### src/rtl/oled_spi_tx.sv
// oled_spi_tx: {dc,byte} write FIFO feeding an SSD1306 4-wire SPI (mode 3) serialiser.
// Define OLED_PWRSEQ_EN to insert the vdd/res/vbat power-up sequencer ahead of IDLE.
module oled_spi_tx #(
  parameter int CLK_DIV    = 4,
  parameter int FIFO_DEPTH = 4,
  parameter int PWR_WAIT   = 1000
) (
  input  logic        sysclk,
  input  logic        cpu_reset,
  input  logic        wr_valid,
  output logic        wr_ready,
  input  logic        wr_dc,
  input  logic [7:0]  wr_data,
  output logic        busy,
  output logic [15:0] sent_cnt,
  output logic        oled_sclk,
  output logic        oled_sdin,
  output logic        oled_dc,
  output logic        oled_res,
  output logic        oled_vdd,
  output logic        oled_vbat
);

  localparam int AW = $clog2(FIFO_DEPTH);
  localparam int CW = $clog2(FIFO_DEPTH + 1);
  localparam int PW = $clog2(2 * CLK_DIV);
  localparam logic [CW-1:0] FIFO_FULL = CW'(FIFO_DEPTH);
  localparam logic [PW-1:0] PH_RISE   = PW'(CLK_DIV - 1);
  localparam logic [PW-1:0] PH_LAST   = PW'(2 * CLK_DIV - 1);

  if (CLK_DIV < 1 || FIFO_DEPTH < 2 || (FIFO_DEPTH & (FIFO_DEPTH - 1)) != 0 || PWR_WAIT < 1)
    begin : g_bad_params
      $error("oled_spi_tx: illegal parameter value");
    end

`ifdef OLED_PWRSEQ_EN
  typedef enum logic [2:0] {ST_IDLE, ST_SHIFT, ST_PWR_VDD, ST_PWR_RES, ST_PWR_VBAT} state_t;
  localparam state_t RESET_STATE = ST_PWR_VDD;
`else
  typedef enum logic [0:0] {ST_IDLE, ST_SHIFT} state_t;
  localparam state_t RESET_STATE = ST_IDLE;
`endif

  state_t        state, state_next;
  logic [8:0]    mem [FIFO_DEPTH];
  logic [AW-1:0] wr_ptr, rd_ptr;
  logic [CW-1:0] count;
  logic          fifo_empty, fifo_full, push, pop;
  logic [8:0]    head;
  logic [7:0]    shreg;
  logic [2:0]    bit_idx, bit_next;
  logic [PW-1:0] phase;
  logic          sclk_rise, sclk_fall, byte_done, pwr_active;

  assign fifo_empty = (count == '0);
  assign fifo_full  = (count == FIFO_FULL);
  assign head       = mem[rd_ptr];
  assign push       = wr_valid && wr_ready;
  assign wr_ready   = !fifo_full && !pwr_active;
  assign busy       = (state != ST_IDLE) || !fifo_empty;
  assign bit_next   = bit_idx - 3'd1;

  always_ff @(posedge sysclk) begin
    if (push) mem[wr_ptr] <= {wr_dc, wr_data};
  end

  // Occupancy is registered, so a freshly written entry is only visible to the popper next cycle.
  always_ff @(posedge sysclk) begin
    if (cpu_reset) begin
      wr_ptr <= '0;
      rd_ptr <= '0;
      count  <= '0;
    end else begin
      if (push) wr_ptr <= wr_ptr + 1'b1;
      if (pop)  rd_ptr <= rd_ptr + 1'b1;
      case ({push, pop})
        2'b10:   count <= count + 1'b1;
        2'b01:   count <= count - 1'b1;
        default: ;
      endcase
    end
  end

`ifdef OLED_PWRSEQ_EN
  localparam int WW = (PWR_WAIT > 1) ? $clog2(PWR_WAIT) : 1;
  localparam logic [WW-1:0] PWR_LAST = WW'(PWR_WAIT - 1);
  logic [WW-1:0] pwr_cnt;

  assign pwr_active = (state == ST_PWR_VDD) || (state == ST_PWR_RES) || (state == ST_PWR_VBAT);

  always_ff @(posedge sysclk) begin
    if (cpu_reset)       pwr_cnt <= '0;
    else if (pwr_active) pwr_cnt <= (pwr_cnt == PWR_LAST) ? '0 : pwr_cnt + 1'b1;
  end
`else
  assign pwr_active = 1'b0;
`endif

  always_ff @(posedge sysclk) begin
    if (cpu_reset) state <= RESET_STATE;
    else           state <= state_next;
  end

  // The last cycle of bit 0's high phase either reloads from the FIFO (no gap) or returns to IDLE.
  always_comb begin
    state_next = state;
    pop        = 1'b0;
    sclk_rise  = 1'b0;
    sclk_fall  = 1'b0;
    byte_done  = 1'b0;
    oled_vdd   = 1'b0;
    oled_res   = 1'b1;
    oled_vbat  = 1'b0;
    case (state)
      ST_IDLE: begin
        if (!fifo_empty) begin
          pop        = 1'b1;
          state_next = ST_SHIFT;
        end
      end
      ST_SHIFT: begin
        if (phase == PH_RISE) begin
          sclk_rise = 1'b1;
        end else if (phase == PH_LAST) begin
          if (bit_idx != 3'd0) begin
            sclk_fall = 1'b1;
          end else begin
            byte_done = 1'b1;
            if (!fifo_empty) pop = 1'b1;
            else             state_next = ST_IDLE;
          end
        end
      end
`ifdef OLED_PWRSEQ_EN
      ST_PWR_VDD: begin
        oled_vbat = 1'b1;
        if (pwr_cnt == PWR_LAST) state_next = ST_PWR_RES;
      end
      ST_PWR_RES: begin
        oled_res  = 1'b0;
        oled_vbat = 1'b1;
        if (pwr_cnt == PWR_LAST) state_next = ST_PWR_VBAT;
      end
      ST_PWR_VBAT: begin
        if (pwr_cnt == PWR_LAST) state_next = ST_IDLE;
      end
`endif
      default: state_next = RESET_STATE;
    endcase
  end

  always_ff @(posedge sysclk) begin
    if (cpu_reset) begin
      shreg     <= '0;
      bit_idx   <= '0;
      phase     <= '0;
      oled_sclk <= 1'b1;
      oled_sdin <= 1'b0;
      oled_dc   <= 1'b0;
      sent_cnt  <= '0;
    end else begin
      if (pop) begin
        shreg     <= head[7:0];
        oled_dc   <= head[8];
        oled_sdin <= head[7];
        oled_sclk <= 1'b0;
        bit_idx   <= 3'd7;
        phase     <= '0;
      end else if (sclk_fall) begin
        oled_sclk <= 1'b0;
        oled_sdin <= shreg[bit_next];
        bit_idx   <= bit_next;
        phase     <= '0;
      end else begin
        if (sclk_rise) oled_sclk <= 1'b1;
        if (state == ST_SHIFT) phase <= phase + 1'b1;
      end
      if (byte_done) sent_cnt <= sent_cnt + 16'd1;
    end
  end

endmodule

### config.mk
export PLATFORM = sky130hd
export DESIGN_NAME = oled_spi_tx
export DESIGN_NICKNAME = d
export VERILOG_FILES = /design/src/rtl/oled_spi_tx.sv
export SDC_FILE = /design/constraint.sdc
export NUM_CORES = 1
export LEC_CHECK = 0
export ABC_AREA = 1
export BUFFER_PORTS_ARGS = -buffer_cell sky130_fd_sc_hd__buf_2
export CAP_MARGIN = 30
export CORE_MARGIN = 10
export CORE_UTILIZATION = 59
export CTS_CLUSTER_DIAMETER = 60
export CTS_CLUSTER_SIZE = 16
export DETAILED_ROUTE_END_ITERATION = 7
export PLACE_DENSITY = 0.78
export SLEW_MARGIN = 25
export SYNTH_ARGS = -nofsm -noshare
export SYNTH_HDL_FRONTEND = slang
export SYNTH_SLANG_ARGS = --single-unit
### constraint.sdc
create_clock -name sysclk -period 2.77 [get_ports sysclk]
set_input_delay 0.554 -clock sysclk [delete_from_list [all_inputs] [get_ports sysclk]]
set_output_delay 0.554 -clock sysclk [all_outputs]
set_load 0.05 [all_outputs]
# Yosys cells after proc, flatten, opt, wreduce, memory -nomap -nowiden
# Memories as Yosys holds them, arrays and structs flattened. A register that Yosys moved wholly into a read port is not among the register bits.
# Index checks and enable logic that the tools add are counted.
[totals]
word_cells = 69
regBits = 41
n_memories = 1
mem_bits_rw = 36
[memory_table]
columns = ["memory", "words", "word_bits", "read_ports", "rd_clocked_by_memory_dff", "wr", "line", "rtl"]
rows = [
  ["mem", 4, 9, 1, 1, 1, "45", "logic [8:0] mem [FIFO_DEPTH];"],
]
[op_classes]
mux = 33
reduce_logical = 10
addsub = 7
n_eq_ne = 5
magnitude_cmp = 1
n_bitwise = 1
[op_table]
columns = ["operator", "count"]
rows = [
  ["2-to-1 mux 1 bit", 25],
  ["adder 16 x 1 -> 16 bit (second input constant)", 1],
  ["adder 3 x 1 -> 3 bit (second input constant)", 2],
  ["equality test 3 bit (second input constant)", 2],
  ["2-to-1 mux 3 bit", 2],
  ["case mux 3 bit (2 select lines)", 1],
  ["nonzero test 3 bit", 2],
  ["subtractor 3 x 1 -> 3 bit (second input constant)", 2],
  ["adder 2 x 1 -> 2 bit (second input constant)", 2],
  ["less-than comparator 3 x 4 -> 1 bit (second input constant)", 1],
  ["2-to-1 mux 2 bit", 2],
  ["case mux 1 bit (2 select lines)", 2],
  ["nonzero test 2 bit", 2],
  ["binary-select mux 1 bit (select 3 bit)", 1],
  ["equality test 3 x 2 -> 1 bit (second input constant)", 1],
  ["logical NOT 3 bit", 1],
  ["OR reduction 3 bit", 1],
  ["equality test 2 x 1 -> 1 bit (second input constant)", 1],
  ["equality test 2 bit (second input constant)", 1],
  ["logical NOT 1 bit", 2],
  ["logical AND 1 bit", 1],
  ["logical OR 1 bit", 1],
  ["NOT 1 bit", 1],
]

# Depth between registers and ports, before layout
[logic_depth]
depth_word = 8
mapped_depth = 14

# Least setup slack after synthesis
# OpenSTA, ideal clock, no wires.
[synth_path]
path_kind = "register to register"
startpoint = "reg count[0]"
endpoint = "reg count[2]"
required_ns = 2.648
setup_slack_ns = 0.421
path_stages_with_launch = 11
arrival_ns = 2.226
setup_ns = 0.122
n_path_buf = 0
path_cell_list = "dfxtp_1 > inv_1 > nand3_1 > nand2_1 > ha_1 > inv_1 > fa_1 > a21oi_1 > o21ai_0 > o21ai_0 > a21oi_1"
[synth_rtl]
columns = ["item", "line", "rtl"]
rows = [
  ["start: declaration", "47", "logic [CW-1:0] count;"],
  ["start signal: assignment", "77", "2'b10: count <= count + 1'b1;"],
  ["start signal: assignment", "78", "2'b01: count <= count - 1'b1;"],
  ["equality test 3 bit *", "56", "assign fifo_full = (count == FIFO_FULL);"],
  ["logical NOT 1 bit *", "59", "assign wr_ready = !fifo_full && !pwr_active;"],
  ["named net wr_ready", "11", "output logic wr_ready,"],
  ["logical AND 1 bit *", "58", "assign push = wr_valid && wr_ready;"],
  ["equality test 2 x 1 -> 1 bit or equality test 2 bit (tied branches)", "76", "case ({push, pop})"],
  ["case mux 3 bit (2 select lines) or nonzero test 2 bit (tied branches)", "n/a", ""],
]
# The timed path passes the listed nets; every way through them passes the cells marked *.
# A chain may end at the register's enable or synchronous reset.

# Final worst setup path
[layout_path]
startpoint = "reg bit_idx[0]"
endpoint = "reg count[2]"
[layout_between]
elab_chain_len = 7
[layout_rtl]
columns = ["item", "line", "rtl"]
rows = [
  ["start: declaration", "51", "logic [2:0] bit_idx, bit_next;"],
  ["start signal: assignment", "172", "bit_idx <= bit_next;"],
  ["nonzero test 3 bit *", "125", "if (bit_idx != 3'd0) begin"],
  ["2-to-1 mux 1 bit *", "125", ""],
  ["2-to-1 mux 1 bit *", "124", "end else if (phase == PH_LAST) begin"],
  ["2-to-1 mux 1 bit *", "122", "if (phase == PH_RISE) begin"],
  ["case mux 1 bit (2 select lines) *", "114", "case (state)"],
  ["equality test 2 x 1 -> 1 bit or equality test 2 bit (tied branches)", "76", ""],
  ["case mux 3 bit (2 select lines) or nonzero test 2 bit (tied branches)", "n/a", ""],
]
# Every way passes the cells marked *; elsewhere a longest branch is shown, timed or not.

==> flow_summary.toml <==
[finish]
nets = 463
diodes = 0
final_common_cell = "nand2_1"
final-instance-count-excl-fill = 519
drive_above_1_share = 0.1892
synthToLayoutAreaGrowth_pct = 10.85
fin_area_sq_um = 4064
fin_util = 0.6784
layout_common_cells = "nand2_1 (65), nor2_1 (63), dfxtp_1 (43)"

[worst_setup_path]
r2r_slack_ps = 430
path_delay_family = "adder cells"
path_cells = "inv_2 > ha_1 > inv_1 > nor2_2 > nand3_2 > a21oi_4 > ha_1 > inv_1 > fa_1 > a21oi_1 > o21ai_0 > o21ai_0 > a21oi_1"
worst-path-buf-inv = 3
critical-path-max-stage-delay_ps = 370
r2r-start = "bit_idx[0]"
cp.depth = 13
critical_path_class = "flop to flop"
rr_endpoint = "count[2]"
crit_path_end_kind = "flop"
crit_path_start_kind = "flop"
critPathSlowestCell = "fa_1"
critPathRequiredTime_ps = 3000
crit_fanout = 7
reg2reg_depth = 13
arrival_ps = 2570

[placement]
dpl_cell_area_sq_um = 3869
io_buffers = 32
dp_hpwl_um = 4972
globalplace.congestion = 0.8199
dp.cells = 503

[global_route]
grt.total_usage = 0.1422
grt_pass1_wl_um = 11540
antenna_found_initial = 0
grt_start_max_net_pins = 27
grt_pass1_vias = 2561
grt_overflow = 0

[detailed_routing]
drt_wl_total_um = 6984
drtAntennaViolNets = 0
wirelength_met1_um = 2847
met2_length_um = 3548
dr.pass1.iters = 4
top_layer = "met4"
vias = 2736
drt_iter0_drc = 115
viasPerCell = 5.272
drc = 0
met3_length_um = 524
wl_per_cell_um = 13.46

[yosys]
ys_seq_area_frac = 0.5297
syn_avg_cell_area_sq_um = 9.097
yosysWarnings = 0
synth_top_cell_by_area = "edfxtp_1"
syn_area_sq_um = 3666
synth_area_leaders = "edfxtp_1 (29%), dfxtp_1 (23%), nand2_1 (6.7%)"
synth_cells = 403
yosysTopAreaCellShare = 0.2949
synth.distinct_cells = 38
synth_seq_cells = 79

[hold_path]
hold_depth = 1
hp-start = "wr_dc"
min_to = "mem[2][8]"
hold_class = "primary input to flop"

[timing]
max_slew_margin = 0.5435
fin_crit_ps = 2338
setup_tns_ps = 0
slew_viol_final = 0
rsz0062_at_grt = "no"
fin_crit_sh = 0.8441
fmax_ghz = 0.4277
tightest_slew_ps = 684.0
fin_skew_ps = 8.628
finalSetupViolCount = 0
hold_viol = 0

[power_and_ir_drop]
power_density_nw_per_um2 = 920.3
total_power_w = 0.003740
peakVddDrop_uv = 545.4
leakagePower_nw = 1.597

[clock_network]
htree_levels = 3
cts_hold_buf = 0
clkTransAtPathRegs_ps = 80
cts_made_buffers = 9
post-cts-setup-buffer-count = 0
cts_sinks = 79
cts.repair.resized = 0
clockBufferDepth = 2
cts_tree = "built"
clock_latency_ps = 350
root_buffer = "clkbuf_8"

[die]
die-width_um = 98.83
core_sq_um = 5991
dieArea_sq_um = 9766
die_h_um = 98.83
rows = 28
start_util = 0.6119
boundaryPins = 36

[run_status]
status = "completed"

[job]
drv_cap = 0
[final cells by class]
class / count / area (sq um)
clock buffer: 9 / 123.9
clock inverter: 7 / 71.32
fill: 475 / 1927
inverter: 40 / 150.1
multi-input combinational: 271 / 1478
sequential: 79 / 1942
tap: 75 / 93.84
timing repair buffer: 38 / 205.2
[cells in the mapped netlist, drive strengths merged]
library cell / n
nand2: 71
nor2: 71
dfxtp: 43
o21ai: 43
inv: 40
edfxtp: 36
a21oi: 32
nand3: 15
buf: 13
ha: 11
o22ai: 8
nand4: 3
xnor2: 3
xor2: 3
conb: 2
nor3: 2
or2: 2
a211oi: 1
a22oi: 1
clkbuf: 1
fa: 1
o21bai: 1
[how the worst max path moves through the flow]
stage,endpoint,from
finish,count[2],bit_idx[0]
global placement,count[2],phase[0]
detailed placement,count[2],phase[0]
floorplan,count[2],count[0]
global route,count[2],bit_idx[0]
CTS,count[2],bit_idx[0]
[metal layers]
metal | vias up | GRT usage
li1 | 1408 | -
met1 | 1260 | 0.1593
met2 | 62 | 0.2470
met3 | 6 | 0.05028
met4 | 0 | 0.04300
met5 | - | 0
[worst register-to-register path, cell delays in order (launching register included)]
cell and delay (ps):
dfxtp_1 350, inv_2 120, ha_1 210, inv_1 70
nor2_2 140, nand3_2 140, a21oi_4 150, ha_1 150
inv_1 60, fa_1 370, a21oi_1 140, o21ai_0 110
o21ai_0 150, a21oi_1 50
[sequential cells by signal, indices dropped and copies added (netlist names), 2 cells and up, named ones only]
| signal | cells |
|---|---|
| bit_idx | 3 |
| phase | 3 |
| shreg | 8 |
| mem | 36 |
| rd_ptr | 2 |
| wr_ptr | 2 |
| sent_cnt | 16 |
| count | 3 |
[cell families (layout without fill, tap and decap cells)]
kind of cell / count (synthesis) / in the layout / synth area share
xor+xnor: 6 / 6 / 0.01434
fa+ha+maj: 12 / 12 / 0.04300
simple gates: 164 / 164 / 0.2123
other cells: 2 / 3 / 0.002049
buf+inv: 54 / 94 / 0.06826
flops: 79 / 79 / 0.5297
compound gates: 86 / 86 / 0.1304
[metrics by stage]
| stage | hold slack (ps) | worst slack, ps |
|---|---|---|
| after global routing | 413.9 | 135.8 |
| after CTS | 412.2 | 427.2 |
| after detailed placement | 462.8 | 456.8 |
| after global placement | 453.5 | 531.8 |
| final | 421.0 | 431.8 |
| after floorplan | 439.3 | 421.4 |
[where the power goes]
part	internal, W	switching, W
logic	0.000431	0.000867
clock network	0.000418	0.000425
registers	0.00144	0.000159
total	0.00229	0.00145
Note: power is estimated with default switching activity, not from simulation.
